===== src/rtl/game_pkg.sv =====
// rtl/game_pkg.sv - shared screen geometry, sprite sizes and obstacle FSM states
// Purpose: constants and types common to the game datapath blocks.
package game_pkg;

   localparam int SCREEN_W = 640;   // visible width, pixels
   localparam int SCREEN_H = 480;   // visible height; y == SCREEN_H means parked
   localparam int OBJ_W    = 32;    // obstacle sprite width
   localparam int OBJ_H    = 32;    // obstacle sprite height
   localparam int PLY_W    = 32;    // player sprite width
   localparam int PLY_H    = 32;    // player sprite height

   typedef enum logic [1:0] {
      IDLE = 2'd0,
      FALL = 2'd1,
      HIT  = 2'd2
   } obstacle_state_t;

endpackage


===== src/rtl/vsync_tick.sv =====
// rtl/vsync_tick.sv - vsync synchronizer and one-cycle frame tick on its falling edge
// Purpose: turns the asynchronous VGA vertical sync into a single-cycle frame tick.
// Ports:
//   i_clk    in  1  system clock
//   i_rst_n  in  1  asynchronous active-low reset
//   i_vsync  in  1  raw VGA_VS, asynchronous; low pulse marks a frame boundary
//   o_tick   out 1  one-cycle pulse, high 3 clock edges after vsync falls
module vsync_tick (
   input  logic i_clk,
   input  logic i_rst_n,
   input  logic i_vsync,
   output logic o_tick
);

   logic r_sync1;
   logic r_sync2;
   logic r_prev;
   logic r_tick;

   // Sync flops reset high (vsync idle level) so leaving reset never fakes an edge.
   always_ff @(posedge i_clk or negedge i_rst_n) begin
      if (!i_rst_n) begin
         r_sync1 <= 1'b1;
         r_sync2 <= 1'b1;
         r_prev  <= 1'b1;
         r_tick  <= 1'b0;
      end else begin
         r_sync1 <= i_vsync;
         r_sync2 <= r_sync1;
         r_prev  <= r_sync2;
         r_tick  <= r_prev & ~r_sync2;
      end
   end

   assign o_tick = r_tick;

endmodule


===== src/rtl/obstacle_motion.sv =====
// rtl/obstacle_motion.sv - single falling obstacle: spawn, per-frame motion, exit and hit detection
// Purpose: spawns one obstacle at a requested column, moves it down each frame, reports its
//          top-left position, pulses passed when it leaves the screen and latches a collision
//          flag when it overlaps the player box.
// Ports:
//   CLOCK_50       in  1   system clock
//   reset          in  1   asynchronous active-low reset
//   vsync          in  1   raw VGA_VS, low pulse marks a frame boundary
//   spawn_trigger  in  1   one-cycle spawn request
//   spawn_x        in  10  requested obstacle column
//   step_y         in  3   pixels moved per frame (0 = frozen)
//   restart        in  1   one-cycle pulse, returns to IDLE and clears the hit
//   player_x       in  10  player top-left x
//   player_y       in  10  player top-left y
//   obstacle_x     out 10  obstacle top-left x
//   obstacle_y     out 10  obstacle top-left y
//   active         out 1   high while falling
//   passed         out 1   one-cycle pulse when the obstacle exits the bottom
//   collision      out 1   sticky hit flag
module obstacle_motion
   import game_pkg::*;
(
   input  logic       CLOCK_50,
   input  logic       reset,
   input  logic       vsync,
   input  logic       spawn_trigger,
   input  logic [9:0] spawn_x,
   input  logic [2:0] step_y,
   input  logic       restart,
   input  logic [9:0] player_x,
   input  logic [9:0] player_y,
   output logic [9:0] obstacle_x,
   output logic [9:0] obstacle_y,
   output logic       active,
   output logic       passed,
   output logic       collision
);

   localparam logic [9:0]  X_MAX  = 10'(SCREEN_W - OBJ_W);
   localparam logic [9:0]  Y_PARK = 10'(SCREEN_H);
   localparam logic [10:0] H_11   = 11'(SCREEN_H);

   obstacle_state_t r_state, w_state_nx;
   logic [9:0] r_obs_x, w_obs_x_nx;
   logic [9:0] r_obs_y, w_obs_y_nx;
   logic       r_active, r_passed, w_passed_nx;
   logic       r_collision, w_collision_nx;

   logic        w_tick;
   logic [10:0] w_ny;
   logic [10:0] w_ox, w_px, w_py;
   logic        w_overlap;

   vsync_tick u_vsync_tick (
      .i_clk   (CLOCK_50),
      .i_rst_n (reset),
      .i_vsync (vsync),
      .o_tick  (w_tick)
   );

   // All arithmetic in 11 bits so y + step and coordinate + size never wrap.
   assign w_ny = {1'b0, r_obs_y} + {8'd0, step_y};
   assign w_ox = {1'b0, r_obs_x};
   assign w_px = {1'b0, player_x};
   assign w_py = {1'b0, player_y};

   // Strict AABB overlap against the candidate position; touching edges do not count.
   assign w_overlap = (w_ox < w_px + 11'(PLY_W)) && (w_px < w_ox + 11'(OBJ_W)) &&
                      (w_ny < w_py + 11'(PLY_H)) && (w_py < w_ny + 11'(OBJ_H));

   always_ff @(posedge CLOCK_50 or negedge reset) begin
      if (!reset) begin
         r_state     <= IDLE;
         r_obs_x     <= '0;
         r_obs_y     <= Y_PARK;
         r_active    <= 1'b0;
         r_passed    <= 1'b0;
         r_collision <= 1'b0;
      end else begin
         r_state     <= w_state_nx;
         r_obs_x     <= w_obs_x_nx;
         r_obs_y     <= w_obs_y_nx;
         r_active    <= (w_state_nx == FALL);
         r_passed    <= w_passed_nx;
         r_collision <= w_collision_nx;
      end
   end

   always_comb begin
      w_state_nx     = r_state;
      w_obs_x_nx     = r_obs_x;
      w_obs_y_nx     = r_obs_y;
      w_passed_nx    = 1'b0;
      w_collision_nx = r_collision;

      // restart overrides everything else in every state, including a same-cycle spawn.
      if (restart) begin
         w_state_nx     = IDLE;
         w_obs_y_nx     = Y_PARK;
         w_collision_nx = 1'b0;
      end else begin
         unique case (r_state)
            IDLE: begin
               // A tick coinciding with the spawn is simply not looked at here.
               if (spawn_trigger) begin
                  w_obs_x_nx = (spawn_x > X_MAX) ? X_MAX : spawn_x;
                  w_obs_y_nx = '0;
                  w_state_nx = FALL;
               end
            end
            FALL: begin
               if (w_tick) begin
                  if (w_ny >= H_11) begin
                     w_obs_y_nx  = Y_PARK;
                     w_passed_nx = 1'b1;
                     w_state_nx  = IDLE;
                  end else begin
                     w_obs_y_nx = w_ny[9:0];
                     if (w_overlap) begin
                        w_collision_nx = 1'b1;
                        w_state_nx     = HIT;
                     end
                  end
               end
            end
            HIT: begin
               // Frozen until restart.
            end
            default: begin
               w_state_nx = IDLE;
               w_obs_y_nx = Y_PARK;
            end
         endcase
      end
   end

   assign obstacle_x = r_obs_x;
   assign obstacle_y = r_obs_y;
   assign active     = r_active;
   assign passed     = r_passed;
   assign collision  = r_collision;

endmodule


===== config.mk =====
export PLATFORM = sky130hd
export DESIGN_NAME = obstacle_motion
export DESIGN_NICKNAME = d
export VERILOG_FILES = /design/src/rtl/game_pkg.sv /design/src/rtl/vsync_tick.sv /design/src/rtl/obstacle_motion.sv
export SDC_FILE = /design/constraint.sdc
export NUM_CORES = 1
export LEC_CHECK = 0
export CORE_UTILIZATION = 35
export DETAILED_ROUTE_END_ITERATION = 7
export MAX_ROUTING_LAYER = met4
export PLACE_DENSITY_LB_ADDON = 0.2
export SLEW_MARGIN = 20
export SYNTH_ARGS = -nofsm -noshare
export SYNTH_HDL_FRONTEND = slang
export SYNTH_SLANG_ARGS = --single-unit

===== constraint.sdc =====
create_clock -name CLOCK_50 -period 3 [get_ports CLOCK_50]
set_input_delay 0.75 -clock CLOCK_50 [delete_from_list [all_inputs] [get_ports CLOCK_50]]
set_output_delay 0.75 -clock CLOCK_50 [all_outputs]
set_load 0.02 [all_outputs]

**After elaboration in Yosys (flattened, before gate mapping)**

Cells that the tools add are included.

- Bits in registers: 29
- Input port bits: 38
- Output and inout port bits: 23
- Word-level logic and storage cells: 62

- $add $sub $neg: 5
- Order comparisons: 6
- Equal/unequal tests: 7
- Multiplexer cells: 21
- Bitwise logic cells: 3
- Reductions and logical operators: 10

Operator list:

| kind | count |
|---|---|
| 10-bit two-way mux | 5 |
| 10-bit by 6-bit adder with 11-bit output (second input constant) | 3 |
| 10-bit by 11-bit less-than comparator with 1-bit output | 3 |
| 10-bit one-hot mux with 3 select lines | 1 |
| 10-bit by 3-bit adder with 11-bit output | 1 |
| 11-bit by 6-bit adder with 11-bit output (second input constant) | 1 |
| 11-bit by 9-bit >= comparator with 1-bit output (second input constant) | 1 |
| 11-bit less-than comparator | 1 |
| 10-bit greater-than comparator (second input constant) | 1 |
| 2-bit two-way mux | 5 |
| 1-bit two-way mux | 9 |
| 2-bit one-hot mux with 3 select lines | 1 |
| 3-bit AND reduction | 2 |
| 2-bit nonzero test | 3 |
| 2-bit by 1-bit equality test with 1-bit output (second input constant) | 2 |
| 2-bit != test (second input constant) | 2 |
| 4-bit AND reduction | 1 |
| 1-bit logical AND | 3 |
| 3-bit by 2-bit != test with 1-bit output (second input constant) | 1 |
| 3-bit != test (second input constant) | 1 |
| 2-bit equality test (second input constant) | 1 |
| 2-bit logical NOT | 1 |
| 1-bit inverter | 2 |
| 1-bit bitwise AND | 1 |

**Logic depth before layout (Yosys ltp)**

Gate-level depths: netlist of the first run.

- Word-level depth: 11
- Gate-level depth with buffers: 14
- Depth with buffers taken out: 14

**Cells and area by module**

A second synthesis of the first run with hierarchy kept.

- Cell total of the unflattened synthesis: 289
- Area, all modules: 2,615.0 um2

By module, submodules not included:

| module | times used | cells each | area an instance (um2) | sequential area each (um2) |
|---|---|---|---|---|
| obstacle_motion | 1 | 284 | 2,497.4 | 630.6 |
| vsync_tick | 1 | 5 | 117.6 | 103.8 |

**Worst setup path before layout of the first run**

OpenSTA, ideal clock, no wires.

- Path kind: in2reg
- Start point: input step_y[0]
- End point: register r_active (netlist: active)
- Library setup time: 118 ps
- Data arrival time: 3,515 ps
- Data required time: 2,882 ps
- Slack: -633 ps
- Stages: 14
- Path buffers: 0
- Path through: ha_1 -> fa_1 -> a2111oi_0 -> o311ai_0 -> o211ai_1 -> nand3_1 -> nand2b_1 -> ha_1 -> a21o_1 -> a21oi_1 -> o21ai_0 -> a32oi_1 -> nand2_1 -> a21o_1

- Cells in the longest elaborated chain, start to end: 10
- Elaborated cells between the ends (all ways): 13
- Those cells by class: 2 x add/sub; 3 x order compare; 1 x eq/ne; 5 x mux; 2 x reduce/logical

Ends and longest elaborated chain:

| what | line | text |
|---|---|---|
| start, declared | obstacle_motion.sv:28 | `input logic [2:0] step_y,` |
| 10-bit by 3-bit adder with 11-bit output * | obstacle_motion.sv:62 | `assign w_ny = {1'b0, r_obs_y} + {8'd0, step_y};` |
| 11-bit by 6-bit adder with 11-bit output or 11-bit less-than comparator (tied branches) | obstacle_motion.sv:69 | `(w_ny < w_py + 11'(PLY_H)) && (w_py < w_ny + 11'(OBJ_H));` |
| 10-bit by 11-bit less-than comparator with 1-bit output or 1-bit logical AND (tied branches) | obstacle_motion.sv:69, obstacle_motion.sv:68 |  |
| 1-bit logical AND | obstacle_motion.sv:69 |  |
| 2-bit two-way mux | obstacle_motion.sv:119 | `if (w_overlap) begin` |
| 2-bit two-way mux * | obstacle_motion.sv:113 | `if (w_ny >= H_11) begin` |
| 2-bit two-way mux * | obstacle_motion.sv:112 | `if (w_tick) begin` |
| 2-bit one-hot mux with 3 select lines * | obstacle_motion.sv:102 | `unique case (r_state)` |
| 2-bit two-way mux * | obstacle_motion.sv:97 | `if (restart) begin` |
| 2-bit by 1-bit equality test with 1-bit output * | obstacle_motion.sv:83 | `r_active <= (w_state_nx == FALL);` |
| end signal, assigned | obstacle_motion.sv:83 |  |
| end, declared | obstacle_motion.sv:46 | `logic r_active, r_passed, w_passed_nx;` |

Every way passes the cells marked *; elsewhere a longest branch is shown, timed or not.
A chain may end at the register's enable or synchronous reset.

**Final worst setup path of the first run**

- Start point: input step_y[0]
- End point: register r_state[0]

- Cells in the longest elaborated chain, start to end: 9
- Elaborated cells between the ends (all ways): 12
- Those cells by class: 2 x add/sub; 3 x order compare; 5 x mux; 2 x reduce/logical

Ends and longest elaborated chain:

| what | line | text |
|---|---|---|
| 10-bit by 3-bit adder with 11-bit output * | obstacle_motion.sv:62 |  |
| 11-bit by 6-bit adder with 11-bit output or 11-bit less-than comparator (tied branches) | obstacle_motion.sv:69 |  |
| 10-bit by 11-bit less-than comparator with 1-bit output or 1-bit logical AND (tied branches) | obstacle_motion.sv:69, obstacle_motion.sv:68 |  |
| 1-bit logical AND | obstacle_motion.sv:69 |  |
| 2-bit two-way mux | obstacle_motion.sv:119 |  |
| 2-bit two-way mux * | obstacle_motion.sv:113 |  |
| 2-bit two-way mux * | obstacle_motion.sv:112 |  |
| 2-bit one-hot mux with 3 select lines * | obstacle_motion.sv:102 |  |
| 2-bit two-way mux * | obstacle_motion.sv:97 |  |
| net w_state_nx[0] | obstacle_motion.sv:43 | `obstacle_state_t r_state, w_state_nx;` |
| end signal, assigned | obstacle_motion.sv:80 | `r_state <= w_state_nx;` |
| end, declared | obstacle_motion.sv:43 |  |

Mark *: on every way through the listed nets, which the timed path passes. The rest lies on a longest branch.

==> results.md, run 1 <==
- Buffers inserted during clock tree synthesis total 5.
- The cell area after layout is 0.00419 mm2.
- The critical path ends at r_state[0].
- The number of antenna diodes in the final layout is 0.
- The first global-routing pass estimated 12600 um of wire.
- The final wirelength is 7730 um.
- The wire length per cell after detailed routing is 14.5 um.
- The synthesized design contains 29 register bits.
- The remaining global-route overflow is 0.
- STA classifies the critical path endpoint as a flop.
- For the finished layout, the period the worst path requires is 3.29 ns.
- The type of the worst setup path is in -> reg.
- The worst register-to-register path has a setup slack of -0.17 ns.
- Using the TritonRoute via totals, the vias-per-cell ratio works out to 5.01.
- The vertical die dimension is ~90 um.
- Of all nets on the critical path, the largest fanout is 3.
- The final reports fail on negative setup slack.
- Leaving out fill and tap cells, the most frequent cells in the layout are sky130_fd_sc_hd__buf_4 (72), sky130_fd_sc_hd__clkdlybuf4s50_1 (57), sky130_fd_sc_hd__ha_1 (34), sky130_fd_sc_hd__nand2_1 (29), sky130_fd_sc_hd__inv_1 (27).
- The number of I/O port buffers is 60.
- The share of total power dissipated in the clock network is 18.0%.
- VDD sags by at most 0.263 mV.
- Counting flops with a built-in enable in the synthesized netlist gives 0.
- The number of nets in the layout is 514.
- The net count of the mapped netlist is between 300 and 400.
- The number of antenna violations at the first check in global routing was 0.
- Summed over all nets, the switching power comes to 697 uW.
- The width of the chip is roughly 90 um.
- Counting tap cells, the placed design contains a total of 517 instances.
- The number of cells on the worst reg-to-reg path is 15.
- For this block, the via count after detailed routing is 2675.
- The CTS root buffer is sky130_fd_sc_hd__clkbuf_8.
- For the pin with the worst max-slew slack, the measured transition is 0.523 ns.
- The critical path startpoint is step_y[0].
- The worst pin sits at a relative slew slack of 64.7%.
- The cell count after synthesis came out at 300.
- Of the total power, the share spent switching nets is 38.6%.
- The total global routing track utilization is 21.3%.
- The fill cell total of the finished layout is 648.
- The sequential fraction of the synthesis area is 27.3%.
- The HPWL reported at the end of detailed placement is between 6000 and 7000 um.
- The sequential cells in the finished layout cover a total of 734 um2.
- The final cycle utilization of the critical path is 110%.
- 61 I/O pins were placed.
- The core occupancy in the finished layout is between 50% and 60%.
- The initial DRC count is between 100 and 150.
- Setup violations remaining at the end of the flow were counted as 4.
- The most common flop cell mapped by yosys is sky130_fd_sc_hd__dfrtp_1.
- At the end of routability-driven placement, the weighted congestion stood at 0.832.
- The remaining antenna violation count after routing is 0.
- The sort of element at the start of the critical path is an input pin.
- Leaving out fill and tap cells, the most frequent cell in the layout is sky130_fd_sc_hd__buf_4.
- The core area is between 0.007 and 0.008 mm2.
- For this configuration, the core starts out at a cell density of 36.6%.
- The leakage power of the design is 1.89 nW.
- The endpoint of the lowest-slack register-to-register path is r_state[0].
- The number of pins exceeding their max-slew limit in the final report is 0.
- The post-route DRC violation count is 0.
- The power density of the placed cells is 431 mW/mm2.
- From synthesis to final layout, the design area changed by 56.1%.
- The die covers 0.00803 mm2.
- The synthesized netlist occupies a cell area of ~0.0027 mm2.
- The flow ran to the end, but the final reports show violations.
- The maximum number of pins on one net before global-route repair is 30.
- For the worst setup path, the data arrival time is between 3 and 4 ns.
- Setup repair after global routing could not meet its margin everywhere.
- The share of final-layout standard cells stronger than drive strength 1 is 29.4%.
- The finished layout holds 534 standard cells, fillers aside.
- The worst min-delay path category is reg -> reg.
- The clock arrives with 0.00859 ns of skew.
- The clock latency on the worst-skew pair is 0.29 ns.
- The startpoint identified for the worst register-to-register timing path is obstacle_y[0].
- Before antenna repair, the detailed router went through 4 iterations.
- The number of warning messages in the yosys log is 0.
- The sequential share of power is 28.6%.
- The required time of the worst setup path is 3.18 ns.
- Each instance of the synthesized netlist takes up on average 8.95 um2.
- The area of the multi-input gates is 0.00201 mm2.
- The via count of the first global-routing pass is roughly 2.7k.
- The clock tree from TritonCTS is done.
- The clock drives 29 sinks.
- The worst path setup slack after routing is -0.287 ns.
- The number of library cell types mapped by synthesis is 60.
- Across the run, the number of max-cap violations was 0.
- The worst-case hold slack is 0.356 ns.
- In this run, post-CTS hold repair placed 0 buffers.
- The combinational fraction of design power is 53.4%.
- After floorplanning, the core was divided into 31 placement rows.
- The longest clock path from root to sink contains 2 buffers.
- In the synthesized netlist the async set-or-reset flop fraction comes to 100%.
- The cell area after placement is 0.00395 mm2.
- The number of failing hold endpoints at the final stage is 0.
- The clock-pin slew on the worst setup and hold paths is 0.07 ns.
- The internal power is 1.11 mW.
- The highest attainable clock frequency is between 0.3 and 0.4 GHz.
- In this run the number of H-tree levels came out at 2.
stage by stage:
stage | total power, mW | setup TNS [ns] | setup WS, ns
after floorplan | 1.01 | -1.09 | -0.322
after global placement | 1.40 | -6.62 | -0.916
after detailed placement | 1.42 | -7.30 | -1.00
after CTS | 1.80 | -0.940 | -0.265
after global routing | 1.94 | -1.50 | -0.385
final | 1.81 | -1.05 | -0.287
cell usage after synthesis, types with 7 or more instances:
cell type,n,area [um2]
sky130_fd_sc_hd__nand2_1,30,113
sky130_fd_sc_hd__ha_1,41,513
sky130_fd_sc_hd__nor2_1,16,60.1
sky130_fd_sc_hd__inv_1,27,101
sky130_fd_sc_hd__dfrtp_1,22,551
sky130_fd_sc_hd__dfstp_2,7,184
sky130_fd_sc_hd__o21ai_0,14,70.1
sky130_fd_sc_hd__a21o_1,7,52.6
sky130_fd_sc_hd__nand2b_1,10,62.6
sky130_fd_sc_hd__xor2_1,10,87.6
sky130_fd_sc_hd__a21oi_1,20,100
sky130_fd_sc_hd__xnor2_1,7,61.3
sky130_fd_sc_hd__nand3_1,13,65.1
metal layers:
layer | global-route usage [%] | wire (um) | vias up
li1 | - | - | 1357
met1 | 29.0 | 3810 | 1253
met2 | 33.2 | 3470 | 56
met3 | 3.20 | 350 | 9
met4 | 5.34 | 89 | 0
met5 | - | 0 | -
cell families after synthesis:
logic type,count (synthesis),share of synthesized area (%)
muxes,2,0.745
AOI/OAI and AO/OA,77,21.1
adders and majority gates,42,19.8
DFF,29,27.3
xor gates and xnor gates,19,6.75
buffers and inverters,32,4.61
and+or+nand+nor,99,19.6
worst min path at each step:
| stage | cells past startpoint | startpoint | to |
|---|---|---|---|
| detailed placement | 0 | u_vsync_tick.r_sync1 | u_vsync_tick.r_sync2 |
| finish | 0 | u_vsync_tick.r_sync1 | u_vsync_tick.r_sync2 |
| CTS | 0 | u_vsync_tick.r_sync1 | u_vsync_tick.r_sync2 |
| global placement | 0 | u_vsync_tick.r_sync1 | u_vsync_tick.r_sync2 |
| floorplan | 0 | u_vsync_tick.r_sync1 | u_vsync_tick.r_sync2 |
| global route | 0 | u_vsync_tick.r_sync1 | u_vsync_tick.r_sync2 |
repair_timing:
item / CTS / global route
buffers inserted: 8 / 2
pin swaps: 17 / 19
setup endpoints to repair: 12 / 8
hold endpoints to repair: 0 / 0
resized for setup: 21 / 10
state kept, by name, indices dropped and copies added, names as in the netlist:
register and flops:
obstacle_x 10, obstacle_y 10, r_state 2, active 1
collision 1, passed 1, u_vsync_tick.o_tick 1, u_vsync_tick.r_prev 1
u_vsync_tick.r_sync1 1, u_vsync_tick.r_sync2 1
power by group through the flow:
stage | Clock (mW) | Combinational, mW | Sequential (mW)
3_5_place_dp | 0 | 0.898 | 0.520
2_1_floorplan | 0 | 0.453 | 0.558
6_report | 0.326 | 0.964 | 0.516
3_3_place_gp | 0 | 0.880 | 0.519
5_1_grt | 0.348 | 1.06 | 0.525
4_1_cts | 0.336 | 0.945 | 0.517
cell type report:
cell class | instances | area share [%]
Timing Repair Buffer | 132 | 27.1
Inverter | 27 | 2.42
Tap cell | 99 | 2.95
Sequential cell | 29 | 17.5
Clock inverter | 3 | 0.418
Multi-Input combinational cell | 239 | 47.9
Clock buffer | 5 | 1.64
worst max-delay path, stage by stage:
cell and delay, ns:
sky130_fd_sc_hd__buf_6 0.10, sky130_fd_sc_hd__ha_4 0.16, sky130_fd_sc_hd__fa_2 0.44, sky130_fd_sc_hd__a2111oi_4 0.24, sky130_fd_sc_hd__o311ai_1 0.13, sky130_fd_sc_hd__o211ai_1 0.18, sky130_fd_sc_hd__buf_4 0.18, sky130_fd_sc_hd__nand3_2 0.06
sky130_fd_sc_hd__nand2b_1 0.13, sky130_fd_sc_hd__ha_4 0.21, sky130_fd_sc_hd__a21o_1 0.17, sky130_fd_sc_hd__a21oi_1 0.13, sky130_fd_sc_hd__o21ai_1 0.08, sky130_fd_sc_hd__a32oi_1 0.24, sky130_fd_sc_hd__nand2_1 0.11, sky130_fd_sc_hd__a21o_1 0.18
No activity file was read; power rests on OpenSTA's default activity.
==> run 2, diff against run 1 <==
- CORE_ASPECT_RATIO: default -> 1.4
- CORE_MARGIN: default -> 3
==> results.md, run 2 (synthesis gave the netlist of run 1 again) <==
- The clock latency on the worst-skew pair is 0.28 ns (about the same).
- The vias after detailed routing is 2725 (+1.9%).
- The worst setup slack before clock tree synthesis is -1.06 ns (-0.0531 ns).
- The clock network power share was 21.9% (+3.9 points).
- The clock tree from TritonCTS is done.
- The number of I/O port buffers is 60 (unchanged).
- The number of failing hold endpoints at the final stage came to 0 (unchanged).
- The HPWL reported at the end of detailed placement was 6220 um (+2.0%).
- The count of buffering cells on the critical path with inverters included came to 3 (+1).
- The final wirelength is 7830 um (+1.3%).
- The final reports fail on negative setup slack.
- The detail-routed via count per cell is 5.20 (+3.8%).
- The depth of the CTS H-tree is 2 (unchanged).
- The remaining antenna violation count after routing was 0 (unchanged).
- The largest stage delay on the critical path is 0.43 ns (about the same).
- The actual slew at the worst max-slew pin is 0.614 ns (+0.0914 ns).
- The maximum number of pins on one net before global-route repair was 30 (unchanged).
- The largest voltage drop on the vdd net is 0.245 mV (-7.1%).
- The internal power was 1.22 mW (+10%).
- The vertical die dimension is 110 um (+22%).
- The critical path arrival is 3.54 ns (+0.07 ns).
- The type of the worst setup path is in -> reg.
- The full die area is 0.00878 mm2 (+9.3%).
- The worst setup path is captured at a flop.
- The flow ran to the end, but the final reports show violations.
- The effective utilization at floorplan is 36.3% (-0.38 points).
- The core occupancy in the finished layout is 56.6% (-0.61 points).
- The worst min-delay path category is reg -> reg.
- The share of final-layout standard cells stronger than drive strength 1 was 27.2% (-2.3 points).
- The required time of the worst setup path is 3.17 ns (about the same).
- The switching fraction of total power is 35.7% (-2.9 points).
- The sink count of the clock tree is 29 (unchanged).
- The post-route clock skew is 0.00295 ns (-0.00564 ns).
- The via count of the first global-routing pass was 2827 (+5.3%).
- The number of pins exceeding their max-slew limit in the final report is 0 (unchanged).
- The number of buffers added by the clock tree synthesis step is 5 (unchanged).
- The power dissipated by switching net loads is 678 uW (-2.7%).
- The highest-delay cell along the critical path is sky130_fd_sc_hd__fa_2.
- The leakage power of the design is 1.87 nW (-1.0%).
- The total iterations of the first detailed-routing run is 4 (unchanged).
- The final setup TNS was -1.46 ns (-0.408 ns).
- The sequential share of power is 27.3% (-1.3 points).
- The area growth from synthesis to final layout came to 56.1% (about the same).
- The time the worst path needs with I/O delays and setup is 3.37 ns (+0.0799 ns).
- The most frequent standard cell in the layout excluding fill and tap cells is sky130_fd_sc_hd__buf_4.
- The total global routing track utilization is 18.9% (-2.4 points).
- The worst-path maximum fanout is 5 (+2).
- Among cell families on the critical path, the largest total delay comes from compound AO/OA/AOI/OAI gates.
- The highest attainable clock frequency is 0.297 GHz (-2.4%).
- The power density of the placed cells is 453 mW/mm2 (+5.2%).
- Walking the worst path, the cells encountered are buf_6, ha_4, fa_2, buf_12, a21oi_4, nor2b_2, xnor2_2, inv_2, ha_4, a21o_1, a2111oi_4, o21ai_1, a32oi_1, nand2_1, a21o_1.
- The combinational fraction of design power was 50.7% (-2.7 points).
- The clock-pin slew on the worst setup and hold paths is 0.06 ns (about the same).
- The worst-case hold slack is 0.356 ns (+0.000284 ns).
- CTS placed an instance of sky130_fd_sc_hd__clkbuf_8 at the clock tree root.
- The initial DRC count is 87 (-34%).
- Leaving out fill and tap cells, the most frequent cells in the layout are sky130_fd_sc_hd__buf_4 (62), sky130_fd_sc_hd__clkdlybuf4s50_1 (57), sky130_fd_sc_hd__ha_1 (35), sky130_fd_sc_hd__nand2_1 (29), sky130_fd_sc_hd__inv_1 (26).
- The post-route DRC violation count came to 0 (unchanged).
- The worst path setup slack after routing is -0.367 ns (-0.0799 ns).
- The count of max-cap constraint violations came to 0 (unchanged).
- The final number of setup-violating endpoints was 5 (+1).
- The total design power is 1.90 mW (+5.2%).
- The weighted congestion reported at the end of routability-driven placement is 0.916 (+10%).
- The worst setup path is launched from an input pin.
- The width of the chip is 80.0 um (-11%).
- The core area was 0.00741 mm2 (+1.0%).
- The number of buffers inserted for hold repair after clock tree synthesis is 0 (unchanged).
- The wire length per cell after detailed routing is 14.9 um (+3.2%).
- The buffer levels on the longest clock path is 2 (unchanged).
- The global-route wire length before repair is 12600 um (+0.60%).
- The final cycle utilization of the critical path came to 112% (+2.7 points).
- The headroom to the max-slew limit is 58.7% (-6.0 points).
- The number of diodes added for antenna fixing was 0 (unchanged).
- The number of antenna violations at the first check in global routing is 0 (unchanged).
- Setup repair after global routing could not meet its margin everywhere.
- The remaining global-route overflow was 0 (unchanged).
- The number of top-level pins is 61 (unchanged).
- The total number of placement rows is 37 (+19%).
- The number of nets in the layout is 506 (-1.6%).
[run 2: cell types whose count changed in the layout (fill, tap and decap cells not counted), moves of 2 or more]
| cell | delta |
|---|---|
| sky130_fd_sc_hd__buf_4 | -10 |
| sky130_fd_sc_hd__clkinv_2 | -2 |
| sky130_fd_sc_hd__nor2_1 | +2 |
| sky130_fd_sc_hd__nor2_2 | -2 |
[run 2: power by group through the flow]
stage,clock [mW],combinational [mW],sequential [mW]
after floorplan,0,0.453,0.558
after global placement,0,0.875,0.523
after detailed placement,0,0.883,0.523
after CTS,0.425,0.929,0.519
after global routing,0.448,1.06,0.527
final,0.417,0.963,0.519
[run 2: final cells by class]
type,count,area (um2)
sequential,29,734
fill,688,3210
timing repair buffer,124,1100
tap,97,121
clock buffer,7,86.3
clock inverter,1,30.0
inverter,27,101
multi-input combinational,239,2020
[run 2: per-layer routing]
metal | share of wire, % | wire, um | track usage [%]
met2 | 57 | 4430 | 37.3
met5 | 0 | 0 | -
met3 | 3.9 | 308 | 2.70
met4 | 2.8 | 222 | 7.37
met1 | 37 | 2870 | 18.0
[run 2: final timing paths]
kind | from | end | slack (ns) | cells past startpoint
max | step_y[0] | active | -0.37 | 15
min | u_vsync_tick.r_sync1 | u_vsync_tick.r_sync2 | 0.36 | 0
max reg2reg | obstacle_y[0] | active | -0.24 | 14
min reg2reg | u_vsync_tick.r_sync1 | u_vsync_tick.r_sync2 | 0.36 | 0
max in group asynchronous | reset | u_vsync_tick.r_sync1 | 1.82 | 2
min in group asynchronous | reset | obstacle_y[0] | 0.86 | 2
[run 2: metrics by stage]
step	area (um2)	instances
4_1_cts	4120	523
6_report	4190	524
5_1_grt	4190	524
3_5_place_dp	3890	507
2_1_floorplan	2780	300
3_3_place_gp	3890	507
[run 2: what timing repair did]
item | 4_1_cts | 5_1_grt
setup endpoints to repair | 12 | 6
hold endpoints to repair | 0 | 0
pin swaps | 18 | 19
resized for setup | 19 | 12
buffers inserted | 8 | 1
==> run 3, diff against run 2 <==
- CTS_BUF_LIST: default -> sky130_fd_sc_hd__clkbuf_8
==> results.md, run 3 (synthesis gave the netlist of run 1 again) <==
- The remaining global-route overflow was 0 (unchanged).
- The depth of the CTS H-tree is 2 (unchanged).
- The number of pins exceeding their max-slew limit in the final report is 0 (unchanged).
- The fill cell total of the finished layout is 688 (unchanged).
- The critical path arrival was 3.54 ns (about the same).
- The worst setup path is captured at a flop.
- The number of nets in the layout is 506 (unchanged).
- The vertical die dimension came to 110 um (unchanged).
- The final number of setup-violating endpoints is 5 (unchanged).
- The power dissipated by switching net loads came to 678 uW (about the same).
- The power density of the placed cells was 452 mW/mm2 (-0.18%).
- The number of buffers inserted for hold repair after clock tree synthesis is 0 (unchanged).
- The remaining antenna violation count after routing is 0 (unchanged).
- TritonCTS built the clock tree.
- The post-route DRC violation count was 0 (unchanged).
- The detail-routed via count per cell is 5.20 (about the same).
- The maximum number of pins on one net before global-route repair is 30 (unchanged).
- The largest voltage drop on the vdd net is 0.245 mV (unchanged).
- The checks that failed: negative setup slack.
- The most critical setup path has its startpoint at step_y[0].
- The width of the chip is 80.0 um (unchanged).
- The largest stage delay on the critical path is 0.43 ns (about the same).
- The area growth from synthesis to final layout came to 56.1% (unchanged).
- The number of antenna violations at the first check in global routing is 0 (unchanged).
- The global-route wire length before repair was 12600 um (unchanged).
- The worst path setup slack after routing was -0.367 ns (+0.0000580 ns).
- The full die area is 0.00878 mm2 (unchanged).
- The core area was 0.00741 mm2 (unchanged).
- The most frequent standard cell in the layout excluding fill and tap cells is sky130_fd_sc_hd__buf_4.
- The buffer levels on the longest clock path is 2 (unchanged).
- The number of diodes added for antenna fixing is 0 (unchanged).
- The number of I/O port buffers is 60 (unchanged).
- The beginning of the worst register-to-register path is obstacle_y[0].
- The highest attainable clock frequency is 0.297 GHz (about the same).
- The worst min-delay path category is reg -> reg.
- The worst setup path is of the in -> reg kind.
- The via count of the first global-routing pass came to 2827 (unchanged).
- The sink count of the clock tree is 29 (unchanged).
- The sequential cell area in the final layout is 734 um2 (unchanged).
- The number of buffers added by the clock tree synthesis step is 5 (unchanged).
- The effective utilization at floorplan is 36.3% (unchanged).
- The initial DRC count is 75 (-14%).
- For this design, the slowest cell found on the critical path is sky130_fd_sc_hd__fa_2.
- The worst-case hold slack is 0.356 ns (+0.0000290 ns).
- The internal power is 1.22 mW (-0.28%).
- The worst-path maximum fanout is 5 (unchanged).
- The tree is rooted in a sky130_fd_sc_hd__clkbuf_8.
- The leakage power of the design was 1.88 nW (+0.22%).
- The total iterations of the first detailed-routing run is 4 (unchanged).
- The required time of the worst setup path is 3.17 ns (about the same).
- The switching fraction of total power is 35.8% (+0.068 points).
- Traced cell by cell, the critical path runs through buf_6, ha_4, fa_2, buf_12, a21oi_4, nor2b_2, xnor2_2, inv_2, ha_4, a21o_1, a2111oi_4, o21ai_1, a32oi_1, nand2_1, a21o_1.
- The time the worst path needs with I/O delays and setup is 3.37 ns (-0.0000580 ns).
- The post-route clock skew is 0.00279 ns (-0.000160 ns).
- The clock-pin slew on the worst setup and hold paths is 0.06 ns (about the same).
- The final cycle utilization of the critical path is 112% (about the same).
- The final setup TNS is -1.46 ns (+0.000440 ns).
- The wire length per cell after detailed routing was 14.9 um (about the same).
- The combinational fraction of design power is 50.8% (about the same).
- The headroom to the max-slew limit is 58.7% (unchanged).
- The weighted congestion reported at the end of routability-driven placement was 0.916 (unchanged).
- The number of top-level pins came to 61 (unchanged).
- The count of max-cap constraint violations came to 0 (unchanged).
- The share of final-layout standard cells stronger than drive strength 1 was 27.2% (unchanged).
- The final wirelength was 7820 um (about the same).
- Setup repair after global routing could not meet its margin everywhere.
- The clock latency on the worst-skew pair is 0.28 ns (about the same).
- The vias after detailed routing came to 2726 (+0.037%).
- The area of the multi-input gates was 0.00202 mm2 (unchanged).
- The sequential share of power came to 27.4% (about the same).
- The HPWL reported at the end of detailed placement is 6220 um (unchanged).
- In this run the most critical hold path is launched from u_vsync_tick.r_sync1.
- The actual slew at the worst max-slew pin is 0.614 ns (unchanged).
- The sort of element at the start of the critical path is an input pin.
- The clock network power share is 21.8% (about the same).
- The total global routing track utilization is 18.9% (unchanged).
- The total number of placement rows came to 37 (unchanged).
- The number of failing hold endpoints at the final stage came to 0 (unchanged).
- The flow ran to the end, but the final reports show violations.
- The library cells used most frequently in the layout, excluding fill and tap cells, are sky130_fd_sc_hd__buf_4 (62), sky130_fd_sc_hd__clkdlybuf4s50_1 (57), sky130_fd_sc_hd__ha_1 (35), sky130_fd_sc_hd__nand2_1 (29), sky130_fd_sc_hd__inv_1 (27).
run 3: changes by cell type in the layout (fill, tap and decap cells not counted), sizes merged:
cell / before / now
inv: 27 / 28
clkbuf: 7 / 6
run 3: final cells by class:
class | count | share of cell area, %
repair buffers | 124 | 26.3
well taps | 97 | 2.89
multi-input cells | 239 | 48.1
flip-flops and latches | 29 | 17.5
clock buffers | 6 | 1.97
inverters | 27 | 2.42
clock inverters | 2 | 0.806
run 3: worst paths after layout:
path	to	slack, ns	cells after the start
worst max-delay path	active	-0.37	15
worst min-delay path	u_vsync_tick.r_sync2	0.36	0
worst max register to register	active	-0.24	14
worst min register to register	u_vsync_tick.r_sync2	0.36	0
max in group asynchronous	u_vsync_tick.r_sync1	1.82	2
min in group asynchronous	obstacle_y[0]	0.86	2
run 3: worst max-delay path, delay by kind of cell:
family,cells,cell delay [ns]
AOI/OAI and AO/OA,6,1.22
adders and majority gates,3,0.81
buffers and inverters,3,0.32
xor gates and xnor gates,1,0.24
and+or+nand+nor,2,0.18
run 3: repair_timing:
action | CTS | global route
cloned | 0 | 0
endpoints found under the setup margin | 12 | 6
resized for setup | 19 | 12
buffers inserted | 8 | 1
pin swaps | 18 | 19
run 3: metal layers:
metal / global-route usage, % / wire, um / up-vias
met5: - / 0 / -
met4: 7.37 / 222 / 0
met3: 2.70 / 311 / 18
met2: 37.3 / 4430 / 74
met1: 18.0 / 2860 / 1289
li1: - / - / 1345
run 3: metrics by stage:
step / power [mW] / instance area, um2 / util, % / cells / worst slack (ns)
finish: 1.90 / 4190 / 56.6 / 524 / -0.367
global route: 2.03 / 4190 / 56.6 / 524 / -0.519
CTS: 1.87 / 4120 / 55.6 / 523 / -0.295
detailed placement: 1.41 / 3890 / 52.5 / 507 / -1.06
global placement: 1.40 / 3890 / 52.5 / 507 / -0.953
floorplan: 1.01 / 2780 / - / 300 / -0.322
run 3: power by group through the flow:
stage | Sequential [mW] | Combinational (mW) | Clock [mW]
after global placement | 0.523 | 0.875 | 0
after global routing | 0.527 | 1.06 | 0.445
after detailed placement | 0.523 | 0.883 | 0
after CTS | 0.519 | 0.929 | 0.422
after floorplan | 0.558 | 0.453 | 0
final | 0.519 | 0.963 | 0.413
